[src/rtl/gpio_input_monitor.sv]
// gpio_input_monitor: two-flop synchroniser, per-bit debounce, edge pulses,
// sticky change flags and a saturating start-trigger event counter.
module gpio_input_monitor #(
  parameter int WIDTH           = 45,
  parameter int DEBOUNCE_CYCLES = 16,
  parameter int TRIG_BIT        = 0,
  parameter int CNT_W           = 16
) (
  input  logic             sys_clk_i,
  input  logic             rst_i,
  input  logic [WIDTH-1:0] gpio_i,
  input  logic             clear_i,
  output logic [WIDTH-1:0] gpio_stable_o,
  output logic [WIDTH-1:0] rise_o,
  output logic [WIDTH-1:0] fall_o,
  output logic [WIDTH-1:0] change_flags_o,
  output logic             start_trigger_o,
  output logic             trig_pulse_o,
  output logic [CNT_W-1:0] trig_cnt_o
);

  // Counter value at which a persistent disagreement is accepted.
  localparam logic [7:0]       CNT_LAST = 8'(DEBOUNCE_CYCLES - 1);
  localparam logic [CNT_W-1:0] CNT_MAX  = '1;

  logic [WIDTH-1:0] sync1_q;
  logic [WIDTH-1:0] sync2_q;
  logic [WIDTH-1:0] flags_q;
  logic [WIDTH-1:0] flags_d;
  logic [CNT_W-1:0] trig_cnt_q;
  logic [CNT_W-1:0] trig_cnt_d;

  // Two-flop synchroniser; nothing else looks at the raw pins.
  always_ff @(posedge sys_clk_i) begin
    if (rst_i) begin
      sync1_q <= '0;
      sync2_q <= '0;
    end else begin
      sync1_q <= gpio_i;
      sync2_q <= sync1_q;
    end
  end

  genvar gi;
  generate
    for (gi = 0; gi < WIDTH; gi++) begin : g_bit
      logic [7:0] cnt_q;
      logic [7:0] cnt_d;
      logic       stable_q;
      logic       stable_d;
      logic       rise_q;
      logic       rise_d;
      logic       fall_q;
      logic       fall_d;

      // Debounce: count consecutive disagreeing samples, flip on the last one.
      always_comb begin
        cnt_d    = cnt_q;
        stable_d = stable_q;
        rise_d   = 1'b0;
        fall_d   = 1'b0;
        if (sync2_q[gi] == stable_q) begin
          cnt_d = '0;
        end else if (cnt_q == CNT_LAST) begin
          stable_d = sync2_q[gi];
          cnt_d    = '0;
          rise_d   = sync2_q[gi];
          fall_d   = ~sync2_q[gi];
        end else begin
          cnt_d = cnt_q + 8'd1;
        end
      end

      // Per-bit debounce state and registered edge pulses.
      always_ff @(posedge sys_clk_i) begin
        if (rst_i) begin
          cnt_q    <= '0;
          stable_q <= 1'b0;
          rise_q   <= 1'b0;
          fall_q   <= 1'b0;
        end else begin
          cnt_q    <= cnt_d;
          stable_q <= stable_d;
          rise_q   <= rise_d;
          fall_q   <= fall_d;
        end
      end

      assign gpio_stable_o[gi] = stable_q;
      assign rise_o[gi]        = rise_q;
      assign fall_o[gi]        = fall_q;
    end
  endgenerate

  // Sticky flags and trigger counter react to the visible pulses; a pulse
  // in the same cycle as clear_i survives the clear.
  always_comb begin
    flags_d    = flags_q;
    trig_cnt_d = trig_cnt_q;
    if (clear_i) begin
      flags_d    = '0;
      trig_cnt_d = '0;
    end
    flags_d = flags_d | rise_o | fall_o;
    if (rise_o[TRIG_BIT]) begin
      if (clear_i) begin
        trig_cnt_d = {{(CNT_W-1){1'b0}}, 1'b1};
      end else if (trig_cnt_q != CNT_MAX) begin
        trig_cnt_d = trig_cnt_q + 1'b1;
      end
    end
  end

  // Registers for the flags and the trigger event counter.
  always_ff @(posedge sys_clk_i) begin
    if (rst_i) begin
      flags_q    <= '0;
      trig_cnt_q <= '0;
    end else begin
      flags_q    <= flags_d;
      trig_cnt_q <= trig_cnt_d;
    end
  end

  assign change_flags_o  = flags_q;
  assign trig_cnt_o      = trig_cnt_q;
  assign start_trigger_o = gpio_stable_o[TRIG_BIT];
  assign trig_pulse_o    = rise_o[TRIG_BIT];

endmodule

[config.mk]
export PLATFORM = sky130hd
export DESIGN_NAME = gpio_input_monitor
export DESIGN_NICKNAME = d
export VERILOG_FILES = /design/src/rtl/gpio_input_monitor.sv
export SDC_FILE = /design/constraint.sdc
export NUM_CORES = 1
export LEC_CHECK = 0
export ABC_AREA = 0
export CAP_MARGIN = 15
export CORE_UTILIZATION = 35
export CTS_CLUSTER_DIAMETER = 50
export DETAILED_ROUTE_END_ITERATION = 8
export HOLD_SLACK_MARGIN = 0.12
export SLEW_MARGIN = 20
export SYNTH_ARGS = -nofsm -noshare
export SYNTH_HDL_FRONTEND = slang
export SYNTH_SLANG_ARGS = --single-unit
[constraint.sdc]
create_clock -name sys_clk_i -period 4.6 [get_ports sys_clk_i]
set_clock_uncertainty 0.2 [all_clocks]
set_input_delay 0.92 -clock sys_clk_i [delete_from_list [all_inputs] [get_ports sys_clk_i]]
set_output_delay 0.92 -clock sys_clk_i [all_outputs]
set_load 0.1 [all_outputs]
==> report_table.html, run 1 <==
<table>
<tr><th>Metric</th><th>Value</th></tr>
<tr><th colspan="2">Run status</th></tr>
<tr><td>Status</td><td>completed</td></tr>
<tr><th colspan="2">Timing</th></tr>
<tr><td>Max-slew violation total from the final report</td><td>0</td></tr>
<tr><td>Setup repair after global routing missed its margin</td><td>no</td></tr>
<tr><td>Post-layout minimum cycle time</td><td>3.431 ns</td></tr>
<tr><td>FMAX</td><td>291.4 MHz</td></tr>
<tr><td>Post-route clock period utilization</td><td>74.59%</td></tr>
<tr><td>Final number of hold-violating endpoints</td><td>0</td></tr>
<tr><td>Sum of negative setup slack</td><td>0 ns</td></tr>
<tr><td>Slew margin rel.</td><td>30.62%</td></tr>
<tr><td>Worst slew pin tran</td><td>1.037 ns</td></tr>
<tr><td>Min setup slack post-route</td><td>1.169 ns</td></tr>
<tr><td>Setup Viol. Count Final</td><td>0</td></tr>
<tr><th colspan="2">Clock network</th></tr>
<tr><td>Maximum level of the CTS H-tree</td><td>3</td></tr>
<tr><td>TritonCTS Buffers</td><td>77</td></tr>
<tr><td>Buffer depth of the longest clock path</td><td>3</td></tr>
<tr><td>Clock latency at the later pin of the worst-skew pair</td><td>0.59 ns</td></tr>
<tr><td>TritonCTS sink count</td><td>646</td></tr>
<tr><td>Post-CTS Setup Repair Bufs</td><td>0</td></tr>
<tr><td>Library cell used as clock root buffer</td><td>sky130_fd_sc_hd__clkbuf_16</td></tr>
<tr><td>Clock tree from TritonCTS</td><td>done</td></tr>
<tr><td>Clock slew at the register clock pins of the worst setup and hold paths</td><td>0.06 ns</td></tr>
<tr><td>Cts-stage hold buffer count</td><td>0</td></tr>
<tr><td>Number of cells upsized or downsized after cts</td><td>0</td></tr>
<tr><th colspan="2">Synthesis</th></tr>
<tr><td>Synthesized area</td><td>24,300 sq um</td></tr>
<tr><td>Count of different cell masters after synthesis</td><td>43</td></tr>
<tr><td>Total number of yosys warnings</td><td>0</td></tr>
<tr><td>Fraction of synthesis flops using an asynchronous set or reset pin</td><td>0%</td></tr>
<tr><td>Gate count after technology mapping</td><td>2,479</td></tr>
<tr><td>Avg Synthesized Cell Area</td><td>9.804 sq um</td></tr>
<tr><td>Syn Nets</td><td>2,573</td></tr>
<tr><td>Count of state elements after synthesis</td><td>646</td></tr>
<tr><td>Top FF cell, synth</td><td>sky130_fd_sc_hd__dfxtp_1</td></tr>
<tr><td>Number of enable flip-flop cells after synthesis</td><td>0</td></tr>
<tr><td>Proportion of synthesized chip area in sequential cells</td><td>53.21%</td></tr>
<tr><th colspan="2">Route</th></tr>
<tr><td>Pre-antenna DRT Iters</td><td>4</td></tr>
<tr><td>Drt drc</td><td>0</td></tr>
<tr><td>Post-detailed-route via-to-cell ratio</td><td>4.652</td></tr>
<tr><td>Drt wl/cell</td><td>12.89 microns</td></tr>
<tr><td>Final Routed Wirelength</td><td>46,650 microns</td></tr>
<tr><td>Via count of the routed design</td><td>16,830</td></tr>
<tr><td>First-iteration detailed-routing DRC count</td><td>609</td></tr>
<tr><td>Post-DRT Antenna Nets</td><td>0</td></tr>
<tr><th colspan="2">Cells and area</th></tr>
<tr><td>Fin cells</td><td>3,618</td></tr>
<tr><td>Nets@finish</td><td>2,724</td></tr>
<tr><td>Number of fill cells in the layout</td><td>6,498</td></tr>
<tr><td>Final Util</td><td>42.77%</td></tr>
<tr><td>Multi-input gate area</td><td>10,170 sq um</td></tr>
<tr><td>Register area</td><td>12,930 sq um</td></tr>
<tr><td># diodes</td><td>0</td></tr>
<tr><td>Area overhead of the layout relative to synthesis</td><td>20.90%</td></tr>
<tr><td>Share of final-layout standard cells stronger than drive strength 1</td><td>5.210%</td></tr>
<tr><th colspan="2">Setup path</th></tr>
<tr><td>Startpoint-to-endpoint class of the critical path</td><td>flip-flop to output pin</td></tr>
<tr><td>Flop2flop setup slack</td><td>2.41 ns</td></tr>
<tr><td>Required time worst endpoint</td><td>3.48 ns</td></tr>
<tr><td>Critical path launch point type</td><td>flip-flop</td></tr>
<tr><td>Capture point of the worst reg-to-reg path</td><td>trig_cnt_o[0]</td></tr>
<tr><td>Crit end category</td><td>output pin</td></tr>
<tr><td>Worst setup path start</td><td>trig_pulse_o</td></tr>
<tr><td>End of the critical path</td><td>rise_o[0]</td></tr>
<tr><td>Launch point of the worst reg-to-reg path</td><td>trig_cnt_o[0]</td></tr>
<tr><td>Data arrival time at the worst-slack endpoint</td><td>2.31 ns</td></tr>
<tr><td>Critical Path Fanout Max</td><td>11</td></tr>
<tr><td>Depth of the worst register-to-register path</td><td>5</td></tr>
<tr><th colspan="2">Floorplan</th></tr>
<tr><td>Initial Utilization</td><td>35.37%</td></tr>
<tr><td>Number of top-level pins</td><td>246</td></tr>
<tr><td>Die boundary height</td><td>265.5 microns</td></tr>
<tr><td>Num rows</td><td>96</td></tr>
<tr><td>Core area</td><td>68,710 sq um</td></tr>
<tr><td>Overall die width</td><td>265.5 microns</td></tr>
<tr><td>Full die area</td><td>70,500 sq um</td></tr>
<tr><th colspan="2">Pwr</th></tr>
<tr><td>Net Sw Frac</td><td>20.87%</td></tr>
<tr><td>Power dissipated by switching net loads</td><td>2.481 mW</td></tr>
<tr><td>Clock share of power</td><td>50.6%</td></tr>
<tr><td>Relative contribution of combinational cells to total power</td><td>1.6%</td></tr>
<tr><td>Leak Pwr</td><td>10.60 nW</td></tr>
<tr><td>Sequential Power Share</td><td>47.8%</td></tr>
<tr><td>P_int</td><td>9.404 mW</td></tr>
<tr><td>Cell Pwr Density</td><td>404.5 nW/um^2</td></tr>
<tr><td>Peak VDD IR</td><td>0.0002385 V</td></tr>
<tr><th colspan="2">Placed design</th></tr>
<tr><td>GPL Wtd Cong</td><td>0.7661</td></tr>
<tr><td>Cell count after placement</td><td>3,482</td></tr>
<tr><td>Placement-stage worst setup slack</td><td>1.606 ns</td></tr>
<tr><td>Half-perimeter wire length after detailed placement</td><td>32,010 microns</td></tr>
<tr><td>Number of buffers inserted by port buffering</td><td>245</td></tr>
<tr><th colspan="2">Global routing</th></tr>
<tr><td>Number of antenna violations at the first check in global routing</td><td>0</td></tr>
<tr><td>Maximum number of pins on one net before global-route repair</td><td>98</td></tr>
<tr><td>Number of global-route vias before repair</td><td>16,820</td></tr>
<tr><td>First-pass GRT wire length</td><td>78,540 microns</td></tr>
<tr><td>Total congestion overflow after global routing</td><td>0</td></tr>
<tr><td>Total global-route track usage</td><td>13.13%</td></tr>
<tr><th colspan="2">Min path</th></tr>
<tr><td>Type of the most critical hold path</td><td>flip-flop to flip-flop</td></tr>
<tr><th colspan="2">Job</th></tr>
<tr><td>Max-cap violations</td><td>0</td></tr>
</table>
[metal layers]
layer	vias up	track usage [%]	wire length, microns
met2	229	22.95	22840
met1	7935	15.54	20830
met3	67	2.888	1949
met5	-	0	0
li1	8601	-	-
met4	0	5.218	1027
[layout make-up]
class                   instances  area share [%]
clock buffers                 103           7.375
clock inverters                33           1.350
inverters                       4         0.05110
multi-input cells            1650           34.61
flip-flops and latches        646           44.01
well taps                     931           3.964
repair buffers                251           8.635
[power by group through the flow]
stage | sequential [mW] | combinational (mW) | clock [mW]
finish | 5.68 | 0.191 | 6.02
global route | 5.68 | 0.213 | 6.49
CTS | 5.68 | 0.195 | 6.24
detailed placement | 5.80 | 0.193 | 0
global placement | 5.80 | 0.189 | 0
floorplan | 5.79 | 0.115 | 0
[state kept, by name, indices dropped and copies added (netlist names)]
name and count:
sync2_q 45, g_bit.fall_q 45, change_flags_o 45, trig_cnt_o 16
start_trigger_o 1, g_bit.stable_q 44, trig_pulse_o 1, g_bit.rise_q 44
g_bit.cnt_q 360, sync1_q 45
[synth_stat cells (all sizes together) (17+ instances only)]
cell | n | area, sq um
clkbuf | 32 | 121.4
and2 | 17 | 106.4
buf | 147 | 1065
nor2 | 424 | 1592
a21oi | 40 | 200.2
nor4b | 90 | 788.3
xnor2 | 169 | 1480
nor4 | 47 | 306.5
nand3 | 151 | 760.7
nand2 | 142 | 533.0
dfxtp | 646 | 12930
nand4 | 31 | 200.2
and3 | 123 | 769.5
nor2b | 100 | 625.6
ha | 46 | 575.6
a211oi | 45 | 337.8
xor2 | 150 | 1314
[worst min-delay path by stage]
stage                    endpoint  slack (ns)          startpoint  cells after the start
5_1_grt                sync2_q[2]        0.25          sync1_q[2]                      1
4_1_cts               sync2_q[39]        0.23         sync1_q[39]                      1
2_1_floorplan  g_bit[39].cnt_q[0]        0.21  g_bit[39].cnt_q[0]                      1
3_5_place_dp          sync2_q[39]        0.22         sync1_q[39]                      1
6_report              sync2_q[19]        0.23         sync1_q[19]                      1
3_3_place_gp           sync2_q[5]        0.22          sync1_q[5]                      1
[worst max-delay path, stage by stage (launching register included)]
cell and delay, ns:
sky130_fd_sc_hd__dfxtp_1 0.31, sky130_fd_sc_hd__buf_4 0.23, sky130_fd_sc_hd__clkdlybuf4s50_1 1.18
[cell families (layout without fill, tap and decap cells)]
| kind of cell | count (synthesis) | after routing | share of synthesized area (%) |
|---|---|---|---|
| AOI/OAI and AO/OA | 104 | 104 | 2.795 |
| xor gates and xnor gates | 319 | 319 | 11.50 |
| adders and majority gates | 46 | 46 | 2.368 |
| buffers and inverters | 183 | 391 | 4.942 |
| DFF | 646 | 646 | 53.21 |
| muxes | 14 | 14 | 0.5766 |
| and+or+nand+nor | 1167 | 1167 | 24.61 |
[metrics by stage]
stage,hold slack (ns),instance area [sq um],power [mW]
finish,0.2340,29380,11.89
global route,0.2496,29380,12.38
CTS,0.2346,29380,12.11
detailed placement,0.2212,26820,5.992
global placement,0.2192,26820,5.985
floorplan,0.2129,24300,5.905
[cells in the final DEF, fill, tap and decap left out, drive strengths merged, types with 8 or more instances in the layout]
master / Yosys / final
dfxtp: 646 / 646
nor2: 424 / 424
clkdlybuf4s50: 0 / 243
xnor2: 169 / 169
nand3: 151 / 151
xor2: 150 / 150
nand2: 142 / 142
and3: 123 / 123
clkbuf: 32 / 103
nor2b: 100 / 100
nor4b: 90 / 90
nor4: 47 / 47
ha: 46 / 46
a211oi: 45 / 45
a21oi: 40 / 40
nand4: 31 / 31
and2: 17 / 17
clkinv: 0 / 16
nand2b: 14 / 14
mux2i: 14 / 14
and4: 13 / 13
inv: 4 / 11
buf: 147 / 8
No activity file was read; power rests on OpenSTA's default activity.
==> run 2: changes to the inputs <==
clock period = 3.1 ns   (was 4.6 ns; I/O delays follow)
==> run 2 against run 1 <==
- die area is the same
- highest routed layer unchanged
- global-route usage fell by 0.25 points
- critical path depth is 1 lower
- sequential power up 48%
- clock power is 58% higher
- register-to-register slack lost 1.5 ns
- flip-flop and latch count unchanged
- non-clock buffer count increased by 10
- final area fell by 0.68%
- via count up 1.1%
- first-iteration DRC count increased by 17%
==> report_table.html, run 2 (synthesis gave the netlist of run 1 again) <==
<table>
<tr><th>Metric</th><th>Value</th></tr>
<tr><th colspan="2">Run status</th></tr>
<tr><td>Status</td><td>completed</td></tr>
<tr><th colspan="2">Route</th></tr>
<tr><td>Post-DRT Antenna Nets</td><td>0 (unchanged)</td></tr>
<tr><td>Post-detailed-route via-to-cell ratio</td><td>4.684 (+0.67%)</td></tr>
<tr><td>Drt wl/cell</td><td>12.73 microns (-1.3%)</td></tr>
<tr><td>Pre-antenna DRT Iters</td><td>5 (+1)</td></tr>
<tr><td>Drt drc</td><td>0 (unchanged)</td></tr>
<tr><td>First-iteration detailed-routing DRC count</td><td>712 (+17%)</td></tr>
<tr><td>Final Routed Wirelength</td><td>46,240 microns (-0.86%)</td></tr>
<tr><td>Via count of the routed design</td><td>17,020 (+1.1%)</td></tr>
<tr><th colspan="2">Clock network</th></tr>
<tr><td>Clock slew at the register clock pins of the worst setup and hold paths</td><td>0.06 ns (about the same)</td></tr>
<tr><td>Clock tree from TritonCTS</td><td>done</td></tr>
<tr><td>Clock latency at the later pin of the worst-skew pair</td><td>0.61 ns (+0.02 ns)</td></tr>
<tr><td>TritonCTS sink count</td><td>646 (unchanged)</td></tr>
<tr><td>Maximum level of the CTS H-tree</td><td>3 (unchanged)</td></tr>
<tr><td>Number of cells upsized or downsized after cts</td><td>0 (unchanged)</td></tr>
<tr><td>TritonCTS Buffers</td><td>80 (+3.9%)</td></tr>
<tr><td>Cts-stage hold buffer count</td><td>0 (unchanged)</td></tr>
<tr><td>Buffer depth of the longest clock path</td><td>3 (unchanged)</td></tr>
<tr><td>Post-CTS Setup Repair Bufs</td><td>0 (unchanged)</td></tr>
<tr><td>Library cell used as clock root buffer</td><td>sky130_fd_sc_hd__clkbuf_16</td></tr>
<tr><th colspan="2">Floorplan</th></tr>
<tr><td>Overall die width</td><td>265.5 microns (unchanged)</td></tr>
<tr><td>Core area</td><td>68,710 sq um (unchanged)</td></tr>
<tr><td>Full die area</td><td>70,500 sq um (unchanged)</td></tr>
<tr><td>Number of top-level pins</td><td>246 (unchanged)</td></tr>
<tr><td>Num rows</td><td>96 (unchanged)</td></tr>
<tr><td>Initial Utilization</td><td>35.37% (unchanged)</td></tr>
<tr><td>Die boundary height</td><td>265.5 microns (unchanged)</td></tr>
<tr><th colspan="2">Global routing</th></tr>
<tr><td>Number of global-route vias before repair</td><td>16,650 (-1.0%)</td></tr>
<tr><td>Total congestion overflow after global routing</td><td>0 (unchanged)</td></tr>
<tr><td>First-pass GRT wire length</td><td>77,130 microns (-1.8%)</td></tr>
<tr><td>Maximum number of pins on one net before global-route repair</td><td>59 (-40%)</td></tr>
<tr><td>Number of antenna violations at the first check in global routing</td><td>1 (+1)</td></tr>
<tr><td>Total global-route track usage</td><td>12.88% (-0.25 points)</td></tr>
<tr><th colspan="2">Timing</th></tr>
<tr><td>Setup repair after global routing missed its margin</td><td>no</td></tr>
<tr><td>Slew margin rel.</td><td>41.45% (+11 points)</td></tr>
<tr><td>Post-layout minimum cycle time</td><td>2.606 ns</td></tr>
<tr><td>Max-slew violation total from the final report</td><td>0 (unchanged)</td></tr>
<tr><td>Min setup slack post-route</td><td>0.4936 ns (-0.6753 ns)</td></tr>
<tr><td>Worst slew pin tran</td><td>0.8709 ns (-0.1665 ns)</td></tr>
<tr><td>Sum of negative setup slack</td><td>0 ns (unchanged)</td></tr>
<tr><td>Final number of hold-violating endpoints</td><td>0 (unchanged)</td></tr>
<tr><td>FMAX</td><td>383.7 MHz</td></tr>
<tr><td>Setup Viol. Count Final</td><td>0 (unchanged)</td></tr>
<tr><td>Post-route clock period utilization</td><td>84.08%</td></tr>
<tr><th colspan="2">Cells and area</th></tr>
<tr><td>Number of flip-flops under the largest register name</td><td>360 (unchanged)</td></tr>
<tr><td>Nets@finish</td><td>2,737 (+0.48%)</td></tr>
<tr><td>Commonest non-fill, non-tap cells in the layout</td><td>sky130_fd_sc_hd__dfxtp_1 (646), sky130_fd_sc_hd__nor2_1 (424), sky130_fd_sc_hd__buf_4 (210)</td></tr>
<tr><td>Share of final-layout standard cells stronger than drive strength 1</td><td>13.17% (+8.0 points)</td></tr>
<tr><td>Fin cells</td><td>3,634 (+0.44%)</td></tr>
<tr><td>Most flop-heavy register</td><td>g_bit.cnt_q</td></tr>
<tr><td>Multi-input gate area</td><td>10,170 sq um (unchanged)</td></tr>
<tr><td>Number of fill cells in the layout</td><td>6,588 (+1.4%)</td></tr>
<tr><td>Register area</td><td>12,930 sq um (unchanged)</td></tr>
<tr><td>Leading cell type in the layout, fill and taps excluded</td><td>sky130_fd_sc_hd__dfxtp_1</td></tr>
<tr><td># diodes</td><td>0 (unchanged)</td></tr>
<tr><td>Area overhead of the layout relative to synthesis</td><td>20.08%</td></tr>
<tr><th colspan="2">Setup path</th></tr>
<tr><td>Data arrival time at the worst-slack endpoint</td><td>1.79 ns (-0.52 ns)</td></tr>
<tr><td>Count of cell instances traversed by the critical path</td><td>1 (-1)</td></tr>
<tr><td>Cell family contributing the most delay on the critical path</td><td>flip-flops</td></tr>
<tr><td>Critical Path Fanout Max</td><td>11 (unchanged)</td></tr>
<tr><td>Highest-delay cell along the critical path</td><td>sky130_fd_sc_hd__dfxtp_1</td></tr>
<tr><td>Required time worst endpoint</td><td>2.28 ns (-1.20 ns)</td></tr>
<tr><td>CP Cell Sequence</td><td>buf_4</td></tr>
<tr><td>Depth of the worst register-to-register path</td><td>5 (unchanged)</td></tr>
<tr><td>Highest cell delay on the worst timing path</td><td>0.77 ns (-0.41 ns)</td></tr>
<tr><td>CP bufs+invs</td><td>1 (-1)</td></tr>
<tr><td>Flop2flop setup slack</td><td>0.90 ns (-1.51 ns)</td></tr>
<tr><td>Crit end category</td><td>output pin</td></tr>
<tr><td>Critical path launch point type</td><td>flip-flop</td></tr>
<tr><td>Startpoint-to-endpoint class of the critical path</td><td>flip-flop to output pin</td></tr>
<tr><th colspan="2">Pwr</th></tr>
<tr><td>Tot Pwr</td><td>18.24 mW (+53%)</td></tr>
<tr><td>Relative contribution of combinational cells to total power</td><td>1.6% (about the same)</td></tr>
<tr><td>Net Sw Frac</td><td>21.43% (+0.56 points)</td></tr>
<tr><td>Peak VDD IR</td><td>0.0003754 V (+57%)</td></tr>
<tr><td>Leak Pwr</td><td>11.14 nW (+5.1%)</td></tr>
<tr><td>Power dissipated by switching net loads</td><td>3.909 mW (+58%)</td></tr>
<tr><td>Cell Pwr Density</td><td>625.1 nW/um^2 (+55%)</td></tr>
<tr><td>Sequential Power Share</td><td>46.2% (-1.6 points)</td></tr>
<tr><td>Clock share of power</td><td>52.2% (+1.6 points)</td></tr>
<tr><td>P_int</td><td>14.33 mW (+52%)</td></tr>
<tr><th colspan="2">Min path</th></tr>
<tr><td>Count of cells along the worst hold path</td><td>2 (+1)</td></tr>
<tr><td>Type of the most critical hold path</td><td>input port to flip-flop</td></tr>
<tr><th colspan="2">Job</th></tr>
<tr><td>Max-cap violations</td><td>0 (unchanged)</td></tr>
<tr><th colspan="2">Placed design</th></tr>
<tr><td>Number of buffers inserted by port buffering</td><td>245 (unchanged)</td></tr>
<tr><td>Placement-stage worst setup slack</td><td>0.7297 ns (-0.8764 ns)</td></tr>
<tr><td>Half-perimeter wire length after detailed placement</td><td>32,050 microns (+0.12%)</td></tr>
<tr><td>GPL Wtd Cong</td><td>0.7837 (+2.3%)</td></tr>
<tr><td>Cell count after placement</td><td>3,492 (+0.29%)</td></tr>
</table>
## run 2: area by class of cell
class	instances	share of cell area, %
sequential	646	44.31
clock buffer	97	7.284
timing repair buffer	261	7.305
inverter	4	0.05145
multi-input combinational	1650	34.85
tap	931	3.991
clock inverter	45	2.204
## run 2: stage by stage
stage / instance area (sq um) / util (%) / hold slack (ns)
2_1_floorplan: 24300 / - / 0.2129
3_3_place_gp: 26420 / 38.45 / 0.2169
3_5_place_dp: 26420 / 38.45 / 0.2231
4_1_cts: 29180 / 42.48 / 0.1638
5_1_grt: 29180 / 42.48 / 0.2018
6_report: 29180 / 42.48 / 0.2092
## run 2: layer usage
metal	GRT usage, %	up-vias	share of wire, %
met5	0	-	0
met4	5.515	0	2.5
met3	2.796	80	4.6
met2	22.13	273	49
met1	15.43	8054	44
li1	-	8613	-
## run 2: power groups by stage
stage | registers, mW | logic, mW | clock network, mW
2_1_floorplan | 8.59 | 0.171 | 0
5_1_grt | 8.43 | 0.329 | 10.2
3_5_place_dp | 8.61 | 0.300 | 0
6_report | 8.43 | 0.296 | 9.52
4_1_cts | 8.42 | 0.302 | 9.84
3_3_place_gp | 8.60 | 0.293 | 0
## run 2: path summary, 6_finish.rpt
| check | start | endpoint |
|---|---|---|
| worst max-delay path | trig_pulse_o | rise_o[0] |
| worst min register to register | sync1_q[6] | sync2_q[6] |
| worst max register to register | trig_cnt_o[0] | trig_cnt_o[3] |
| worst min-delay path | rst_i | change_flags_o[25] |
==> run 3: changes to the inputs <==
clock period = 2.3 ns   (was 3.1 ns; I/O delays follow)
==> run 3 against run 2 <==
- critical path depth up 1
- worst hold slack worse by 0.016 ns
- flip-flop and latch count unchanged
- non-clock buffer count up 17
- sequential power up 35%
- clock power up 37%
- final area up 0.95%
- setup slack worse by 0.32 ns
- global-route usage up 0.29 points
- wire length up 0.76%
- register-to-register slack worse by 0.48 ns
- clock-buffer cell count up 14
==> report_table.html, run 3 (synthesis gave the netlist of run 1 again) <==
<table>
<tr><th>Metric</th><th>Value</th></tr>
<tr><th colspan="2">Cells and area</th></tr>
<tr><td>Final Util</td><td>42.88% (+0.40 points)</td></tr>
<tr><td>Post-route cell area</td><td>29,460 sq um (+0.95%)</td></tr>
<tr><td>Leading cell type in the layout, fill and taps excluded</td><td>sky130_fd_sc_hd__dfxtp_1</td></tr>
<tr><td>Fin cells</td><td>3,661 (+0.74%)</td></tr>
<tr><td>Area overhead of the layout relative to synthesis</td><td>21.22%</td></tr>
<tr><td>Most flop-heavy register</td><td>g_bit.cnt_q</td></tr>
<tr><td>Share of final-layout standard cells stronger than drive strength 1</td><td>14.41% (+1.2 points)</td></tr>
<tr><td>Commonest non-fill, non-tap cells in the layout</td><td>sky130_fd_sc_hd__dfxtp_1 (630), sky130_fd_sc_hd__nor2_1 (424), sky130_fd_sc_hd__buf_4 (221)</td></tr>
<tr><td>Nets@finish</td><td>2,755 (+0.66%)</td></tr>
<tr><td>Number of flip-flops under the largest register name</td><td>360 (unchanged)</td></tr>
<tr><th colspan="2">Floorplan</th></tr>
<tr><td>Die boundary height</td><td>265.5 microns (unchanged)</td></tr>
<tr><td>Initial Utilization</td><td>35.37% (unchanged)</td></tr>
<tr><td>Core area</td><td>68,710 sq um (unchanged)</td></tr>
<tr><td>Full die area</td><td>70,500 sq um (unchanged)</td></tr>
<tr><td>Overall die width</td><td>265.5 microns (unchanged)</td></tr>
<tr><td>Num rows</td><td>96 (unchanged)</td></tr>
<tr><td>Number of top-level pins</td><td>246 (unchanged)</td></tr>
<tr><th colspan="2">Pwr</th></tr>
<tr><td>Tot Pwr</td><td>24.74 mW (+36%)</td></tr>
<tr><td>Peak VDD IR</td><td>0.0005250 V (+40%)</td></tr>
<tr><td>Leak Pwr</td><td>11.30 nW (+1.4%)</td></tr>
<tr><td>Cell Pwr Density</td><td>839.6 nW/um^2 (+34%)</td></tr>
<tr><th colspan="2">Setup path</th></tr>
<tr><td>Launch point of the worst reg-to-reg path</td><td>trig_cnt_o[5]</td></tr>
<tr><td>Data arrival time at the worst-slack endpoint</td><td>1.47 ns (-0.32 ns)</td></tr>
<tr><td>Crit end category</td><td>output pin</td></tr>
<tr><td>Startpoint-to-endpoint class of the critical path</td><td>flip-flop to output pin</td></tr>
<tr><td>Critical Path Fanout Max</td><td>9 (-2)</td></tr>
<tr><td>Depth of the worst register-to-register path</td><td>4 (-1)</td></tr>
<tr><td>Flop2flop setup slack</td><td>0.42 ns (-0.48 ns)</td></tr>
<tr><td>Capture point of the worst reg-to-reg path</td><td>trig_cnt_o[15]</td></tr>
<tr><td>Required time worst endpoint</td><td>1.64 ns (-0.64 ns)</td></tr>
<tr><td>Critical path launch point type</td><td>flip-flop</td></tr>
<tr><th colspan="2">Timing</th></tr>
<tr><td>Slew margin rel.</td><td>63.54% (+22 points)</td></tr>
<tr><td>Sum of negative setup slack</td><td>0 ns (unchanged)</td></tr>
<tr><td>Post-layout minimum cycle time</td><td>2.131 ns</td></tr>
<tr><td>Setup repair after global routing missed its margin</td><td>no</td></tr>
<tr><td>Setup Viol. Count Final</td><td>0 (unchanged)</td></tr>
<tr><td>Worst-case hold slack</td><td>0.1932 ns (-0.01603 ns)</td></tr>
<tr><td>Final number of hold-violating endpoints</td><td>0 (unchanged)</td></tr>
<tr><td>Min setup slack post-route</td><td>0.1694 ns (-0.3242 ns)</td></tr>
<tr><td>Max-slew violation total from the final report</td><td>0 (unchanged)</td></tr>
<tr><td>Post-route clock period utilization</td><td>92.63%</td></tr>
<tr><td>FMAX</td><td>469.4 MHz</td></tr>
<tr><td>Worst slew pin tran</td><td>0.5423 ns (-0.3286 ns)</td></tr>
<tr><th colspan="2">Route</th></tr>
<tr><td>Post-detailed-route via-to-cell ratio</td><td>4.674 (-0.21%)</td></tr>
<tr><td>Via count of the routed design</td><td>17,110 (+0.53%)</td></tr>
<tr><td>First-iteration detailed-routing DRC count</td><td>700 (-1.7%)</td></tr>
<tr><td>Post-DRT Antenna Nets</td><td>0 (unchanged)</td></tr>
<tr><td>Final Routed Wirelength</td><td>46,600 microns (+0.76%)</td></tr>
<tr><td>Drt wl/cell</td><td>12.73 microns (about the same)</td></tr>
<tr><td>Pre-antenna DRT Iters</td><td>5 (unchanged)</td></tr>
<tr><td>Drt drc</td><td>0 (unchanged)</td></tr>
<tr><th colspan="2">Clock network</th></tr>
<tr><td>Clock tree from TritonCTS</td><td>done</td></tr>
<tr><td>Maximum level of the CTS H-tree</td><td>3 (unchanged)</td></tr>
<tr><td>Library cell used as clock root buffer</td><td>sky130_fd_sc_hd__clkbuf_16</td></tr>
<tr><td>Buffer depth of the longest clock path</td><td>3 (unchanged)</td></tr>
<tr><td>Clock slew at the register clock pins of the worst setup and hold paths</td><td>0.06 ns (about the same)</td></tr>
<tr><td>TritonCTS sink count</td><td>646 (unchanged)</td></tr>
<tr><td>TritonCTS Buffers</td><td>81 (+1.3%)</td></tr>
<tr><td>Post-CTS Setup Repair Bufs</td><td>0 (unchanged)</td></tr>
<tr><td>Clock latency at the later pin of the worst-skew pair</td><td>0.61 ns (about the same)</td></tr>
<tr><th colspan="2">Global routing</th></tr>
<tr><td>Total global-route track usage</td><td>13.17% (+0.29 points)</td></tr>
<tr><td>Global routing met3 resource utilization</td><td>2.546% (-0.25 points)</td></tr>
<tr><td>Total congestion overflow after global routing</td><td>0 (unchanged)</td></tr>
<tr><td>Number of antenna violations at the first check in global routing</td><td>1 (unchanged)</td></tr>
<tr><td>Maximum number of pins on one net before global-route repair</td><td>45 (-24%)</td></tr>
<tr><td>Global Route met2 Usage</td><td>22.87% (+0.74 points)</td></tr>
<tr><td>Number of global-route vias before repair</td><td>16,930 (+1.7%)</td></tr>
<tr><td>Met1 usage in global routing</td><td>15.77% (+0.34 points)</td></tr>
<tr><td>Busiest grt layer</td><td>met2</td></tr>
<tr><td>First-pass GRT wire length</td><td>78,930 microns (+2.3%)</td></tr>
<tr><th colspan="2">Min path</th></tr>
<tr><td>Type of the most critical hold path</td><td>input port to flip-flop</td></tr>
<tr><td>Origin of the worst min-delay path</td><td>gpio_i[2]</td></tr>
<tr><td>Hold path endpoint</td><td>sync1_q[2]</td></tr>
<tr><td>Count of cells along the worst hold path</td><td>2 (unchanged)</td></tr>
<tr><th colspan="2">Placed design</th></tr>
<tr><td>Post-detailed-placement cell area</td><td>26,620 sq um (+0.77%)</td></tr>
<tr><td>Cell count after placement</td><td>3,508 (+0.46%)</td></tr>
<tr><td>Number of buffers inserted by port buffering</td><td>245 (unchanged)</td></tr>
<tr><td>Placement-stage worst setup slack</td><td>0.1685 ns (-0.5612 ns)</td></tr>
<tr><td>GPL Wtd Cong</td><td>0.7614 (-2.8%)</td></tr>
<tr><td>Half-perimeter wire length after detailed placement</td><td>32,580 microns (+1.7%)</td></tr>
<tr><th colspan="2">Job</th></tr>
<tr><td>Max-cap violations</td><td>0 (unchanged)</td></tr>
<tr><th colspan="2">Run status</th></tr>
<tr><td>Status</td><td>completed</td></tr>
</table>
## run 3: cell count changes in the layout (fill, tap and decap cells not counted), moves of 3 or more
cell / change
sky130_fd_sc_hd__bufinv_16: -3
sky130_fd_sc_hd__dfxtp_2: +16
sky130_fd_sc_hd__clkbuf_1: +3
sky130_fd_sc_hd__buf_12: +5
sky130_fd_sc_hd__dfxtp_1: -16
sky130_fd_sc_hd__clkinv_4: +3
sky130_fd_sc_hd__clkbuf_8: +10
sky130_fd_sc_hd__buf_4: +11
sky130_fd_sc_hd__clkinvlp_4: -5
## run 3: timing repair
item | CTS | global route
endpoints found under the hold margin | 13 | 0
hold buffers | 1 | 0
gates resized for setup | 0 | 0
## run 3: cell type report
class                   instances  area [sq um]
repair buffers                278          2325
fillers                      6600         39250
clock inverters                39         528.0
inverters                       4         15.01
well taps                     931          1165
diodes                          2         5.005
multi-input cells            1650         10170
flip-flops and latches        646         12950
clock buffers                 111          2300
## run 3: how the worst max path moves through the flow
stage                     slack (ns)                 end      startpoint  depth (start not counted)
after floorplan                 0.04       trig_cnt_o[0]  trig_cnt_o[15]                          5
after global placement          0.19  change_flags_o[17]         clear_i                          6
after detailed placement        0.17  change_flags_o[17]         clear_i                          6
after CTS                       0.13        trig_pulse_o    trig_pulse_o                          2
after global routing            0.11        trig_pulse_o    trig_pulse_o                          2
final                           0.17           rise_o[0]    trig_pulse_o                          2
## run 3: power breakdown
group	switching, mW	internal [mW]
Clock	5.02	7.94
Combinational	0.216	0.200
Sequential	0.0635	11.3
Total	5.30	19.4
## run 3: per-layer routing
| metal | vias up | part of all wire [%] |
|---|---|---|
| met5 | - | 0 |
| met4 | 0 | 3.3 |
| met3 | 98 | 3.8 |
| met2 | 223 | 48 |
| met1 | 8110 | 45 |
| li1 | 8680 | - |
## run 3: worst max-delay path, cell delays in order (launching register included)
cell                      delay (ns)
sky130_fd_sc_hd__dfxtp_2        0.37
sky130_fd_sc_hd__buf_4          0.26
sky130_fd_sc_hd__buf_12         0.21
==> edit 1 (settings of run 2) <==
Change the parameter `CNT_W` from 16 to 24.
--- a/src/rtl/gpio_input_monitor.sv
+++ b/src/rtl/gpio_input_monitor.sv
@@ -4,7 +4,7 @@
   parameter int WIDTH           = 45,
   parameter int DEBOUNCE_CYCLES = 16,
   parameter int TRIG_BIT        = 0,
-  parameter int CNT_W           = 16
+  parameter int CNT_W           = 24
 ) (
   input  logic             sys_clk_i,
   input  logic             rst_i,
Ports: changed (resized trig_cnt_o); port bits go from 246 to 254. The function was not compared with the original's and may differ.
==> edit 1 against run 2 <==
Setup slack improved by 0.23 ns. Sequential share of layout area is 0.64 points lower. Sequential cell count increased by 8. Wire length up 4.9%. Clock power up 12%. Utilization increased by 0.85 points. Power is 7.0% higher. Design area is 2.7% higher. Area after synthesis up 1.5%.
==> edit 1: results (changes against run 2) <==
fillers 6,568 (was 6,588); share of layout cells above drive strength 1 14.6% (was 13.2%); Hold Crit Class in2reg (unchanged); DR vias 17,100 (was 17,000); critical path capture point trig_pulse_o (was rise_o[0]); met2 capacity usage during global routing 23.0% (was 22.1%); max reg flops 360 (unchanged); Mapped Nets 2,583 (was 2,573); most common library cells after synthesis dfxtp_1 (654), nor2_1 (475), xnor2_1 (173) (was dfxtp_1 (646), nor2_1 (424), xnor2_1 (169)); pre-CTS setup slack 0.866 ns (was 0.730 ns); Nets 2,760 (was 2,737); total CTS buffers 87 (was 80); crit path max fanout 11 (unchanged); met1 Usage GRT 15.5% (was 15.4%); largest net degree at the start of global routing 78 (was 59); H-tree Lvls 3 (unchanged); routed len/inst 13.2 µm (was 12.7 µm); clock slew at reported path FFs 0.06 ns (about the same); Post-DP Area 26,800 µm² (was 26,400 µm²); first-pass GRT wire length 80.1 mm (was 77.1 mm); Reg power frac 43.7% (was 46.2%); total track usage 13.3% (was 12.9%); initial antenna violation count 0 (was 1); worst slew pin tran 0.542 ns (was 0.871 ns); # resized after CTS 0 (unchanged); slowest stage delay, CP 0.55 ns (was 0.77 ns); RD Place Congestion 0.799 (was 0.784); GR Layer Usage met3 3.49% (was 2.80%); WL met2 23.3 mm (was 22.5 mm); register area share after synthesis 53.1% (was 53.2%); ranking of synthesized cells by area dfxtp_1 (53%), nor2_1 (7.2%), xnor2_1 (6.1%), xor2_1 (5.6%), buf_4 (4.1%) (was dfxtp_1 (53%), nor2_1 (6.5%), xnor2_1 (6.1%), xor2_1 (5.4%), buf_4 (4.2%)); Tmin final 2.37 ns (was 2.61 ns); Post-Syn Area per Cell 9.91 µm² (was 9.80 µm²); Detail Route met3 WL 2.43 mm (was 2.13 mm); R2R Path End trig_cnt_o[22]$_SDFF_PP0_ (was trig_cnt_o[3]$_SDFF_PP0_); Detailed Route Iter0 Violations 634 (was 712); IO buf count 253 (was 245); DP Cell Count 3,508 (was 3,492); clk buf depth 3 (unchanged); leak pwr 11.8 nW (was 11.1 nW); peak supply drop 0.000407 V (was 0.000375 V); drt pass-1 iters 5 (unchanged); switch share 21.6% (was 21.4%); DRT met1 WL 21.5 mm (was 20.5 mm); Yosys warning count 0 (unchanged); Critical-path top delay cell dfxtp_1 (unchanged); Worst R2R Setup Slack 0.85 ns (was 0.90 ns); clk root buf clkbuf_16 (unchanged); HPWL after DPL 33.8 mm (was 32.0 mm); crit path DAT 1.55 ns (was 1.79 ns); Logic pwr share 1.5%; outcome completed (unchanged); vias per inst 4.67 (was 4.68)
## edit 1: cells by family after synthesis
group,Yosys count,share of synthesized area (%)
AO/OA/AOI/OAI,67,1.99
XOR/XNOR,332,11.8
adder cells (fa/ha/maj),46,2.33
buffers and inverters,180,4.85
flip-flops,654,53.1
multiplexers,45,1.83
AND/OR/NAND/NOR,1165,24.1
## edit 1: layout make-up
| cell class | count | area (µm²) | area share, % |
|---|---|---|---|
| flip-flops and latches | 654 | 13100 | 43.7 |
| multi-input cells | 1655 | 10400 | 34.6 |
| inverters | 1 | 3.75 | 0.0125 |
| clock inverters | 52 | 733 | 2.45 |
| well taps | 931 | 1160 | 3.89 |
| repair buffers | 267 | 2150 | 7.18 |
| clock buffers | 109 | 2450 | 8.19 |
## edit 1: worst min path at each step
| stage | from | to | cells after the start |
|---|---|---|---|
| after floorplan | g_bit[24].cnt_q[0]$_SDFF_PP0_ | g_bit[24].cnt_q[0]$_SDFF_PP0_ | 1 |
| after global placement | sync1_q[27]$_SDFF_PP0_ | sync2_q[27]$_SDFF_PP0_ | 1 |
| after detailed placement | sync1_q[10]$_SDFF_PP0_ | sync2_q[10]$_SDFF_PP0_ | 1 |
| after CTS | rst_i | g_bit[33].stable_q$_SDFFE_PP0P_ | 2 |
| after global routing | rst_i | g_bit[34].stable_q$_SDFFE_PP0P_ | 2 |
| final | rst_i | g_bit[33].stable_q$_SDFFE_PP0P_ | 2 |
## edit 1: stage by stage
step                power [mW]  hold WS [ns]  utilization (%)
finish                    19.5         0.174             43.3
CTS                       19.8         0.139             43.3
floorplan                 8.87         0.213                -
global placement          8.99         0.218             38.7
detailed placement        9.00         0.223             38.7
global route              20.3         0.173             43.3
==> edit 2 (config.mk and constraints of run 2) <==
Without the edit above. Make the reset (`rst_i`) asynchronous in 3 clocked blocks.
--- a/src/rtl/gpio_input_monitor.sv
+++ b/src/rtl/gpio_input_monitor.sv
@@ -31,7 +31,7 @@
   logic [CNT_W-1:0] trig_cnt_d;
 
   // Two-flop synchroniser; nothing else looks at the raw pins.
-  always_ff @(posedge sys_clk_i) begin
+  always_ff @(posedge sys_clk_i or posedge rst_i) begin
     if (rst_i) begin
       sync1_q <= '0;
       sync2_q <= '0;
@@ -72,7 +72,7 @@
       end
 
       // Per-bit debounce state and registered edge pulses.
-      always_ff @(posedge sys_clk_i) begin
+      always_ff @(posedge sys_clk_i or posedge rst_i) begin
         if (rst_i) begin
           cnt_q    <= '0;
           stable_q <= 1'b0;
@@ -112,7 +112,7 @@
   end
 
   // Registers for the flags and the trigger event counter.
-  always_ff @(posedge sys_clk_i) begin
+  always_ff @(posedge sys_clk_i or posedge rst_i) begin
     if (rst_i) begin
       flags_q    <= '0;
       trig_cnt_q <= '0;
Behaviour: same outputs for any inputs over 4 cycles, from zero or initial values and one cycle with rst_i high; that may be too few to reach the edited logic, so the function may still have changed.
==> edit 2 against run 2 <==
Sequential cell count unchanged. Wire length increased by 6.5%. Area after synthesis increased by 11%. Critical path type unchanged. Sequential share of layout area increased by 5.4 points. Worst hold slack got worse by 0.067 ns. First-iteration DRC count increased by 16%. Setup slack improved by 0.31 ns. Die area increased by 11%. Design area increased by 11%.
Power is not compared: it rests on default switching activity, and its combinational part moved more than twofold at a synthesized area within 25%.
==> edit 2: results (changes against run 2) <==
outcome completed (unchanged); WL met2 23.2 mm (was 22.5 mm); Synth Area in XOR/XNOR 11.7% (was 11.5%); DR vias 16,600 (was 17,000); clock latency on the worst-skew pair 0.63 ns (was 0.61 ns); DP Cell Count 3,502 (was 3,492); share of layout cells above drive strength 1 15.6% (was 13.2%); Synth Flop Type dfrtp_1 (was dfxtp_1); f_max 436 MHz (was 384 MHz); mux cell area share after synthesis 2.08% (was 0.577%); Detail Route met3 WL 2.84 mm (was 2.13 mm); DRT met1 WL 22.2 mm (was 20.5 mm); Post-Syn Area per Cell 11.5 µm² (was 9.80 µm²); ranking of synthesized cells by area dfrtp_1 (60%), xor2_1 (7.0%), nor2_1 (5.2%), xnor2_1 (4.7%), buf_4 (3.8%) (was dfxtp_1 (53%), nor2_1 (6.5%), xnor2_1 (6.1%), xor2_1 (5.4%), buf_4 (4.2%)); WL final 49.2 mm (was 46.2 mm); Mapped Nets 2,448 (was 2,573); first-pass GRT wire length 83.4 mm (was 77.1 mm); Detailed Route Iter0 Violations 827 (was 712); pre-CTS setup slack 0.900 ns (was 0.730 ns); Post-Synth Adder-Cell Area 2.14% (was 2.37%); largest net degree at the start of global routing 95 (was 59); total track usage 12.8% (was 12.9%); Synth cell types 36 (was 43); register area share after synthesis 60.0% (was 53.2%); vias per inst 4.54 (was 4.68); HPWL after DPL 33.8 mm (was 32.0 mm); most common library cells after synthesis dfrtp_1 (646), nor2_1 (370), xor2_1 (215) (was dfxtp_1 (646), nor2_1 (424), xnor2_1 (169)); Hold Crit Class reg2reg (was in2reg); Critical-path top delay cell dfrtp_1 (was dfxtp_1); RD Place Congestion 0.784 (about the same); Post-synth ARST share 100% (was 0%); Min Hold Slack 0.142 ns (was 0.209 ns); compound-cell area share of the yosys netlist 1.30% (was 2.80%); Worst slew margin 63.9% (was 41.5%); Post-DP Area 29,400 µm² (was 26,400 µm²); crit path DAT 1.47 ns (was 1.79 ns)
-- edit 2: changes by cell type after synthesis, sizes merged, moves of 46 or more --
| cell | change |
|---|---|
| nand3 | -66 |
| mux2 | +48 |
| nor3b | +90 |
| dfxtp | -646 |
| o21ai | +46 |
| xor2 | +65 |
| nor2 | -54 |
| and2 | +70 |
| dfrtp | +646 |
| nor4b | -89 |
| nor2b | -97 |
-- edit 2: power groups by stage --
stage / Clock (mW) / Combinational, mW / Sequential [mW]
5_1_grt: 11.2 / 0.729 / 8.85
3_5_place_dp: 0 / 0.642 / 8.97
6_report: 10.5 / 0.619 / 8.82
4_1_cts: 10.9 / 0.646 / 8.82
2_1_floorplan: 0 / 0.423 / 8.93
3_3_place_gp: 0 / 0.623 / 8.96
-- edit 2: layout make-up --
| type | instances | area (µm²) |
|---|---|---|
| multi-input cells | 1515 | 9560 |
| clock inverters | 48 | 866 |
| well taps | 1030 | 1290 |
| fillers | 7082 | 43600 |
| clock buffers | 107 | 2260 |
| repair buffers | 263 | 2190 |
| inverters | 48 | 184 |
| flip-flops and latches | 646 | 16200 |
-- edit 2: path summary, 6_finish.rpt --
| path | end | start | depth (start not counted) |
|---|---|---|---|
| max in group asynchronous | g_bit[25].cnt_q[4]$_DFF_PP0_ | rst_i | 4 |
| max reg2reg | trig_cnt_o[9]$_DFF_PP0_ | trig_cnt_o[0]$_DFF_PP0_ | 6 |
| min | sync2_q[28]$_DFF_PP0_ | sync1_q[28]$_DFF_PP0_ | 0 |
| min reg2reg | sync2_q[28]$_DFF_PP0_ | sync1_q[28]$_DFF_PP0_ | 0 |
| min in group asynchronous | sync2_q[27]$_DFF_PP0_ | rst_i | 3 |
| max | gpio_stable_o[26] | g_bit[26].stable_q$_DFFE_PP0P_ | 1 |
-- edit 2: worst register-to-register path, stage by stage (launching register included) --
cell and delay (ns):
dfrtp_1 0.43, ha_1 0.25, nand3_1 0.21, nor4_2 0.09
buf_4 0.18, nor4b_1 0.37, mux2_2 0.37
-- edit 2: cells by family (layout without fill, tap and decap cells) --
group / count (synthesis) / after routing
buffers and inverters: 193 / 466
adder cells (fa/ha/maj): 46 / 46
XOR/XNOR: 360 / 360
multiplexers: 50 / 50
AO/OA/AOI/OAI: 66 / 66
flip-flops: 646 / 646
AND/OR/NAND/NOR: 993 / 993
-- edit 2: routing by layer --
layer,GRT usage (%),vias to the layer above
met5,0,-
li1,-,8083
met3,3.44,77
met4,4.68,0
met2,21.0,281
met1,16.3,8145
